[src/rtl/ntt_stage_sched_if.sv]
// ntt_stage_sched_if: coefficient-RAM, twiddle-ROM and butterfly control bus.
// The scheduler is the master; the RAM/ROM/butterfly side is the slave.
interface ntt_stage_sched_if #(parameter int LOGN = 4);
    logic            rd_en;
    logic [LOGN-1:0] rd_addr_x;
    logic [LOGN-1:0] rd_addr_y;
    logic [LOGN-2:0] tw_addr;
    logic            bf_en;
    logic            bf_valid;
    logic            wr_en;
    logic [LOGN-1:0] wr_addr_x;
    logic [LOGN-1:0] wr_addr_y;
    modport master (
        output rd_en, rd_addr_x, rd_addr_y, tw_addr, bf_en, wr_en, wr_addr_x, wr_addr_y,
        input  bf_valid
    );
    modport slave (
        input  rd_en, rd_addr_x, rd_addr_y, tw_addr, bf_en, wr_en, wr_addr_x, wr_addr_y,
        output bf_valid
    );
endinterface

[src/rtl/ntt_stage_sched.sv]
// ntt_stage_sched: in-place DIF NTT sequencer driving one shared butterfly.
// Issues N/2 butterflies per stage and drains the pipeline before the next stage.
module ntt_stage_sched #(
    parameter int LOGN   = 4,
    parameter int BF_LAT = 6
) (
    input  logic              clk,
    input  logic              reset,
    input  logic              start,
    output logic              busy,
    output logic              done,
    output logic [LOGN-1:0]   stage,
    output logic              err,
    ntt_stage_sched_if.master bus
);
    typedef enum logic [1:0] {IDLE, ISSUE, DRAIN, DONE} state_t;
    localparam logic [LOGN-1:0] LAST = LOGN'(LOGN - 1);
    state_t                  state;
    logic [LOGN-2:0]         j, ji, t, rd_tw;
    logic [LOGN-1:0]         s, si, sh, h, k, x, cnt, cnt_nxt, rd_x, rd_y;
    logic                    rd_en, wr, issue;
    logic [BF_LAT:0][2*LOGN:0] dl;
    assign wr = dl[BF_LAT][2*LOGN];
    // look-ahead count lets the next stage issue the cycle after the last write
    assign cnt_nxt = cnt + LOGN'(rd_en) - LOGN'(wr);
    always_comb begin
        si    = (state == IDLE) ? '0 : (state == DRAIN) ? s + 1'b1 : s;
        ji    = (state == ISSUE) ? j + 1'b1 : '0;
        sh    = LAST - si;
        h     = LOGN'(1) << sh;
        k     = {1'b0, ji} & (h - 1'b1);
        x     = (({1'b0, ji} >> sh) << (sh + 1'b1)) | k;
        t     = (LOGN-1)'(k << si);
        issue = (state == IDLE && start) || (state == ISSUE && !(&j)) ||
                (state == DRAIN && cnt_nxt == '0 && s != LAST);
    end
    always_ff @(posedge clk or negedge reset) begin
        if (!reset) begin
            state <= IDLE;
            s     <= '0;
            j     <= '0;
            cnt   <= '0;
            rd_en <= 1'b0;
            rd_x  <= '0;
            rd_y  <= '0;
            rd_tw <= '0;
            busy  <= 1'b0;
            done  <= 1'b0;
            err   <= 1'b0;
        end else begin
            cnt   <= cnt_nxt;
            err   <= (state == IDLE && start) ? 1'b0 : err | (bus.bf_valid != wr);
            rd_en <= issue;
            done  <= 1'b0;
            if (issue) begin
                s     <= si;
                j     <= ji;
                rd_x  <= x;
                rd_y  <= x | h;
                rd_tw <= t;
            end
            case (state)
                IDLE:  if (start) begin
                    state <= ISSUE;
                    busy  <= 1'b1;
                end
                ISSUE: if (&j) state <= DRAIN;
                DRAIN: if (cnt_nxt == '0) begin
                    state <= (s == LAST) ? DONE : ISSUE;
                    done  <= (s == LAST);
                end
                DONE: begin
                    state <= IDLE;
                    busy  <= 1'b0;
                end
            endcase
        end
    end
    always_ff @(posedge clk or negedge reset) begin
        if (!reset) dl <= '0;
        else        dl <= {dl[BF_LAT-1:0], {rd_en, rd_x, rd_y}};
    end
    assign stage         = s;
    assign bus.rd_en     = rd_en;
    assign bus.rd_addr_x = rd_x;
    assign bus.rd_addr_y = rd_y;
    assign bus.tw_addr   = rd_tw;
    assign bus.bf_en     = dl[0][2*LOGN];
    assign bus.wr_en     = wr;
    assign bus.wr_addr_x = dl[BF_LAT][2*LOGN-1:LOGN];
    assign bus.wr_addr_y = dl[BF_LAT][LOGN-1:0];
endmodule

[src/flat_wrapper.sv]
// flat-port wrapper written by rule: the top's interface ports become plain ports
module ntt_stage_sched_flat 
#(
    parameter int LOGN   = 4,
    parameter int BF_LAT = 6
)
  (clk, reset, start, busy, done, stage, err, bus_rd_en, bus_rd_addr_x, bus_rd_addr_y, bus_tw_addr, bus_bf_en, bus_wr_en, bus_wr_addr_x, bus_wr_addr_y, bus_bf_valid);
  ntt_stage_sched_if #(.LOGN(LOGN)) bus_i ();
  input  logic clk;
  input  logic reset;
  input  logic start;
  output logic busy;
  output logic done;
  output logic [LOGN-1:0] stage;
  output logic err;
  output wire logic [$bits(bus_i.rd_en)-1:0] bus_rd_en;
  output wire logic [$bits(bus_i.rd_addr_x)-1:0] bus_rd_addr_x;
  output wire logic [$bits(bus_i.rd_addr_y)-1:0] bus_rd_addr_y;
  output wire logic [$bits(bus_i.tw_addr)-1:0] bus_tw_addr;
  output wire logic [$bits(bus_i.bf_en)-1:0] bus_bf_en;
  output wire logic [$bits(bus_i.wr_en)-1:0] bus_wr_en;
  output wire logic [$bits(bus_i.wr_addr_x)-1:0] bus_wr_addr_x;
  output wire logic [$bits(bus_i.wr_addr_y)-1:0] bus_wr_addr_y;
  input wire logic [$bits(bus_i.bf_valid)-1:0] bus_bf_valid;
  assign bus_rd_en = bus_i.rd_en;
  assign bus_rd_addr_x = bus_i.rd_addr_x;
  assign bus_rd_addr_y = bus_i.rd_addr_y;
  assign bus_tw_addr = bus_i.tw_addr;
  assign bus_bf_en = bus_i.bf_en;
  assign bus_wr_en = bus_i.wr_en;
  assign bus_wr_addr_x = bus_i.wr_addr_x;
  assign bus_wr_addr_y = bus_i.wr_addr_y;
  assign bus_i.bf_valid = bus_bf_valid;
  ntt_stage_sched #(.LOGN(LOGN), .BF_LAT(BF_LAT)) u_core (.clk(clk), .reset(reset), .start(start), .busy(busy), .done(done), .stage(stage), .err(err), .bus(bus_i));
endmodule
[config.mk]
export PLATFORM = sky130hd
export DESIGN_NAME = ntt_stage_sched_flat
export DESIGN_NICKNAME = d
export VERILOG_FILES = /design/src/rtl/ntt_stage_sched_if.sv /design/src/rtl/ntt_stage_sched.sv /design/src/flat_wrapper.sv
export SDC_FILE = /design/constraint.sdc
export NUM_CORES = 1
export LEC_CHECK = 0
export CORE_MARGIN = 1
export CORE_UTILIZATION = 55
export CTS_CLUSTER_SIZE = 14
export DETAILED_ROUTE_END_ITERATION = 8
export DONT_BUFFER_PORTS = 1
export PLACE_DENSITY_LB_ADDON = 0.15
export SYNTH_ARGS = -nofsm -noshare
export SYNTH_HDL_FRONTEND = slang
export SYNTH_SLANG_ARGS = --single-unit
[constraint.sdc]
create_clock -name clk -period 2.5 [get_ports clk]
set_input_delay 0.375 -clock clk [delete_from_list [all_inputs] [get_ports clk]]
set_output_delay 0.375 -clock clk [all_outputs]
set_load 0.03 [all_outputs]
==> results of run 1 <==
## layout by cell type, fill, tap and decap left out, types with 3 or more instances in the layout
| master | instances |
|---|---|
| nand2b_1 | 4 |
| nor2b_1 | 3 |
| clkbuf_8 | 9 |
| buf_6 | 4 |
| dfrtp_1 | 89 |
| ha_1 | 7 |
| o21ai_0 | 5 |
| o22a_1 | 4 |
| buf_4 | 31 |
| nand4_1 | 3 |
| o21ai_1 | 6 |
| inv_1 | 8 |
| nor2_1 | 8 |
| a21o_1 | 5 |
| and2_1 | 3 |
| a21oi_1 | 8 |
| inv_2 | 3 |
| nor2_2 | 3 |
| xnor2_1 | 5 |
| nand2_1 | 20 |
## cells by family (layout without fill, tap and decap cells)
logic type,after synthesis,in the layout
AO/OA/AOI/OAI,50,50
buffers and inverters,30,66
AND/OR/NAND/NOR,74,74
adder cells (fa/ha/maj),10,10
multiplexers,3,3
flip-flops,91,91
XOR/XNOR,8,8
## layer usage
metal  share of wire [%]  track usage, %  vias to the layer above
met5                   0               0                        -
met4                 1.1            7.14                        0
met3                 4.5            6.97                        7
met2                  48            28.8                       57
met1                  46            25.9                     1023
li1                    -               -                      971
## final cells by class
cell class | instances | area [sq um] | area share, %
inverters | 13 | 55.1 | 1.36
clock buffers | 9 | 124 | 3.05
multi-input cells | 145 | 1120 | 27.7
well taps | 75 | 93.8 | 2.31
repair buffers | 37 | 315 | 7.77
clock inverters | 7 | 68.8 | 1.69
flip-flops and latches | 91 | 2280 | 56.1
## worst paths after layout
| path | end | slack [ns] | cells past startpoint |
|---|---|---|---|
| min in group asynchronous | u_core.cnt[3] | 0.58 | 2 |
| max in group asynchronous | u_core.bus.rd_en | 1.57 | 2 |
| worst max register to register | u_core.bus.rd_addr_y[2] | -0.31 | 10 |
| worst max-delay path | u_core.bus.rd_addr_y[2] | -0.31 | 10 |
| worst min-delay path | u_core.err | 0.27 | 2 |
| worst min register to register | u_core.dl[11] | 0.34 | 0 |
## per-stage QoR
stage	TNS, ns	worst slack, ns	util (%)	area, sq um
floorplan	-3.97	-0.346	-	3470
global placement	-3.11	-0.261	60.7	3630
detailed placement	-4.14	-0.334	60.7	3630
CTS	-4.45	-0.335	65.0	3890
global route	-6.24	-0.405	67.8	4060
finish	-4.30	-0.312	67.8	4060
## worst max-delay path, delay by kind of cell, from the launching register on
| family | cells | cell delay (ns) |
|---|---|---|
| buf+inv | 2 | 0.09 |
| simple gates | 2 | 0.60 |
| compound gates | 3 | 0.70 |
| flops | 1 | 0.44 |
| fa+ha+maj | 3 | 0.88 |
## where the power goes
| part | leakage [nW] | internal [W] | switching (W) |
|---|---|---|---|
| clock network | 0.0911 | 0.000385 | 0.000537 |
| registers | 0.955 | 0.00147 | 0.000000000000000000153 |
| logic | 0.668 | 0.00000616 | 0.0000279 |
| total | 1.71 | 0.00186 | 0.000565 |
## flip-flops by register name (all words and copies together), names as in the netlist
name	flops
u_core.dl	53
u_core.bus.wr_en	1
u_core.j	3
u_core.bus.wr_addr_x	4
u_core.bus.tw_addr	3
u_core.bus.wr_addr_y	4
u_core.busy	1
u_core.stage	4
u_core.done	1
u_core.cnt	4
u_core.bus.bf_en	1
u_core.bus.rd_addr_x	4
u_core.state	2
u_core.bus.rd_addr_y	4
u_core.bus.rd_en	1
u_core.err	1
## timing repair
| action | CTS | global route |
|---|---|---|
| setup endpoints to repair | 20 | 21 |
| cloned | 1 | 0 |
| pin swaps | 1 | 5 |
| gates resized for setup | 9 | 24 |
| endpoints found under the hold margin | 91 | 91 |
| setup buffers | 5 | 5 |
==> impl_results.md, run 1 <==
- Cell chain of the critical path: ha_4 -> inv_2 -> ha_4 -> inv_2 -> fa_2 -> nand2b_1 -> or4_1 -> o21a_4 -> a21o_1 -> o32a_1
- Top post-synthesis cells by count: dfrtp_1, nand2_1, nor2_1
- Max Fanout on Critical Path: 5
- Leakage: 1.71 nW
- Layout Nets: 311
- Final Power: 0.00243 W
- Post-Synth XOR/XNOR Area: 2.03%
- Post-route ant nets: 0
- Ant diodes: 0
- Adder-cell share of the synthesized area: 3.84%
- IO Pins: 33
- Vias after detailed routing: 2058
- DR pass1 iterations: 4
- Synth Area per Inst: 13.0 sq um
- DIE HEIGHT: 81.3 microns
- Top-count cell post-synth: dfrtp_1
- FFs w/ async S/R, synth: 100%
- Post-Synthesis Net Count: 280
- Clk sink count: 91
- DP Cell Count: 349
- Power per standard cell area: 598 nW/um^2
- IR drop worst, VDD: 0.000524 V
- Fin cells: 377
- Final setup margin: -0.312 ns
- Hold Path Class: in -> reg
- Largest net degree at the start of global routing: 92
- Area delta synth->final: 17.5%
- Crit path required time: 2.74 ns
- Clk pin slew, worst setup/hold paths: 0.10 ns
- Port Buffers: 0
- Crit-path max cell delay: 0.53 ns
- Combinational family with the most area after synthesis: simple AND/OR/NAND/NOR gates
- DRT iter0 DRCs: 101
- Die area: 6600 sq um
- Post-synthesis compound-gate area fraction: 10.4%
- Fmax: 0.356 GHz
- Status: finished, violations left
- CTS root buf: clkbuf_8
- Yosys warns: 0
- Starting Density: 57.7%
- Multiplexer area fraction after synthesis: 1.05%
- Seq/Total Area, Yosys: 65.9%
- Final Hold Slack: 0.274 ns
- Die X: 81.3 microns
- Worst skew pair latency: 0.35 ns
- DP HPWL: 3840 microns
- CTS tree: built
- Beginning of the worst hold path: bus_bf_valid
- Failing checks: setup timing
- Top cell type by total area after synthesis: dfrtp_1
- Setup CP Type: reg -> reg
- Worst path arrival time: 3.05 ns
- Slew Viols, Final: 0
- Fraction of the mapped netlist area in simple logic gates: 12.0%
- Clock skew: 0.00962 ns
- Crit. End Element: register
- Total GRT Usage: 19.3%
- Clk buf depth: 2
- Number of synthesized register bits: 91
- CTS Buf Count: 9
- Routed WL: 5770 microns
- Post-Synthesis Cell Area: 3450 sq um
- Max_cap viols: 0
- Drc violations: 0
- Post-synth EDFFs: 0
- Endpoints failing hold: 0
- Slowest-stage cell, CP: or4_1
- Synth top area cells: dfrtp_1, ha_1, buf_4
- Netlist cell types: 61
- Wire length per cell: 15.3 microns
- Worst slew pin tran: 0.455 ns
- Vias in the first global route: 1899
- Slew headroom: 69.3%
- Post-synth top area share: 65.9%
- Part of the cycle the worst path needs: 112%
- Placer Congestion: 0.884
- RSZ-0062 raised after global routing: true
- First-pass GRT wire length: 9300 microns
- Final min period: 2.81 ns
- Synth Flop Type: dfrtp_1
- CTS H-Tree Depth: 3
- Startpoint Class: register
- Finish-stage setup viols: 20
- Initial antenna violation count: 0
- Gate Count Post-Synth: 266
- Row cnt: 28
- Reg-to-reg startpoint: u_core.bus.wr_en
- Overflow after GRT: 0
- Vias per Instance: 5.46
- Crit path launch: u_core.bus.wr_en
- # fillers: 426
- Core area: 5990 sq um
- Layout cells sized above 1: 28.8%
Note: power is estimated with default switching activity, not from simulation.
==> run 2, diff against run 1 <==
Settings changed: ABC_CLOCK_PERIOD_IN_PS from default to 2500.
==> results of run 2 <==
No change in the layout: final DEF, timing and power equal those of run 1.
==> run 3, diff against run 2 <==
Settings changed: ABC_CLOCK_PERIOD_IN_PS 2500 to 2660, CORE_UTILIZATION 55 to 50, SETUP_SLACK_MARGIN from default to 0.4.
Clock period 2.5 ns to 2.66 ns, I/O delays scaled along.
==> impl_results.md, run 3 (synthesis gave the netlist of run 1 again) <==
- Endpoints failing hold: 91 (was 0)
- Clk buf depth: 2 (unchanged)
- Die area: 7250 sq um (was 6600 sq um)
- DIE HEIGHT: 85.1 microns (was 81.3 microns)
- First-pass GRT wire length: 9940 microns (was 9300 microns)
- Most common cell after layout, fill and taps aside: dfrtp_1 (unchanged)
- Starting Density: 53.2% (was 57.7%)
- Fmax: 0.360 GHz (was 0.356 GHz)
- Failing checks: hold timing, setup timing (was setup timing)
- Vias after detailed routing: 2015 (was 2058)
- Drc violations: 0 (unchanged)
- Largest reg by FF count: u_core.dl (unchanged)
- Post-route ant nets: 0 (unchanged)
- CTS Buf Count: 9 (unchanged)
- Vias in the first global route: 2051 (was 1899)
- Clk sink count: 91 (unchanged)
- Initial antenna violation count: 0 (unchanged)
- Number of flip-flops in the largest register: 53 (unchanged)
- Final Power: 0.00235 W (was 0.00243 W)
- Layout Nets: 304 (was 311)
- Slew headroom: 65.7% (was 69.3%)
- Largest net degree at the start of global routing: 92 (unchanged)
- DR pass1 iterations: 4 (unchanged)
- DP HPWL: 3990 microns (was 3840 microns)
- Finish-stage setup viols: 13 (was 20)
- Routed WL: 5790 microns (was 5770 microns)
- Register area: 2280 sq um (unchanged)
- Final setup margin: -0.118 ns (was -0.312 ns)
- Multi-input gate area: 1090 sq um (was 1120 sq um)
- Area delta synth->final: 15.0% (was 17.5%)
- RSZ-0062 raised after global routing: true (unchanged)
- Clk pin slew, worst setup/hold paths: 0.10 ns (about the same)
- IR drop worst, VDD: 0.000415 V (was 0.000524 V)
- Hold Path Class: in -> async (was in -> reg)
- Ant diodes: 0 (unchanged)
- Crit path required time: 2.89 ns (was 2.74 ns)
- Placer Congestion: 0.851 (was 0.884)
- Row cnt: 29 (was 28)
- Port Buffers: 0 (unchanged)
- Worst slew pin tran: 0.508 ns (was 0.455 ns)
- Wire length per cell: 15.6 microns (was 15.3 microns)
- CTS tree: built (unchanged)
- Overflow after GRT: 0 (unchanged)
- Crit. End Element: register (unchanged)
- Setup CP Type: reg -> reg (unchanged)
- Power per standard cell area: 593 nW/um^2 (was 598 nW/um^2)
- DRT iter0 DRCs: 93 (was 101)
- # fillers: 489 (was 426)
- Clock skew: 0.00930 ns (was 0.00962 ns)
- Layout cells sized above 1: 25.1% (was 28.8%)
- CTS root buf: clkbuf_8 (unchanged)
- TNS Setup: -0.701 ns (was -4.30 ns)
- IO Pins: 33 (unchanged)
- Core area: 6490 sq um (was 5990 sq um)
- Startpoint Class: register (unchanged)
- Final Hold Slack: -0.275 ns (was 0.274 ns)
- Most frequent cells in the layout: dfrtp_1, buf_4, nand2_1 (unchanged)
- Worst skew pair latency: 0.35 ns (about the same)
- Max_cap viols: 0 (unchanged)
- Final min period: 2.78 ns (was 2.81 ns)
- Status: finished, violations left (unchanged)
- CTS H-Tree Depth: 3 (unchanged)
- Max Fanout on Critical Path: 7 (was 5)
- Flop2flop setup slack: -0.12 ns (was -0.31 ns)
- Worst path arrival time: 3.01 ns (was 3.05 ns)
- Part of the cycle the worst path needs: 104% (was 112%)
- Util after Layout: 61.1% (was 67.8%)
- Slew Viols, Final: 0 (unchanged)
- Die X: 85.1 microns (was 81.3 microns)
- Total GRT Usage: 18.3% (was 19.3%)
- Vias per Instance: 5.42 (was 5.46)
- Leakage: 1.70 nW (was 1.71 nW)
## run 3: cell count changes in the layout (fill, tap and decap cells not counted), moves of 2 or more
cell,delta
buf_4,-3
buf_6,-2
nor2_1,+4
inv_8,+2
inv_6,-2
nor2_2,-3
## run 3: repair_timing
item / CTS / global route
setup buffers: 4 / 3
endpoints found under the setup margin: 21 / 22
gates resized for setup: 13 / 8
pin swaps: 4 / 2
endpoints found under the hold margin: 91 / 91
## run 3: layout make-up
type / count / area share (%)
well taps: 77 / 2.43
repair buffers: 30 / 5.86
multi-input cells: 145 / 27.4
flip-flops and latches: 91 / 57.4
inverters: 13 / 1.39
clock inverters: 7 / 2.39
clock buffers: 9 / 3.12
## run 3: worst max-delay path, stage by stage (launching register included)
cell      delay (ns)
dfrtp_2         0.42
inv_2           0.07
ha_4            0.19
inv_2           0.06
ha_4            0.12
inv_2           0.03
fa_2            0.53
nand2b_1        0.08
or4_4           0.48
o21a_4          0.23
clkinv_4        0.07
o41ai_2         0.08
o32a_1          0.30
## run 3: through the flow
| stage | worst slack [ns] | cell area, sq um | instances |
|---|---|---|---|
| after CTS | -0.194 | 3920 | 369 |
| after detailed placement | -0.168 | 3620 | 349 |
| final | -0.118 | 3970 | 372 |
| after global routing | -0.220 | 3970 | 372 |
| after global placement | -0.120 | 3620 | 349 |
| after floorplan | -0.183 | 3470 | 266 |
## run 3: where the power goes
part	internal [W]	switching [W]	total, W
Sequential	0.00138	0.000000000000000000148	0.00138
Combinational	0.000000610	0.00000103	0.00000164
Clock	0.000461	0.000509	0.000970
Total	0.00184	0.000510	0.00235
## run 3: path summary, 6_finish.rpt
check / startpoint / endpoint / cells past startpoint
setup reg to reg: u_core.bus.rd_en / u_core.bus.rd_addr_y[0] / 12
max in group asynchronous: reset / u_core.stage[0] / 0
hold reg to reg: u_core.dl[10] / u_core.dl[19] / 0
hold / removal: reset / u_core.done / 0
min in group clk: bus_bf_valid / u_core.err / 2
setup / recovery: u_core.bus.rd_en / u_core.bus.rd_addr_y[0] / 12
## run 3: routing by layer
metal	wire length (microns)	part of all wire, %	vias to the layer above	global-route usage, %
li1	-	-	955	-
met1	2660	46	998	24.2
met2	2690	46	50	27.9
met3	323	5.6	12	6.61
met4	118	2.0	0	6.47
met5	0	0	-	0
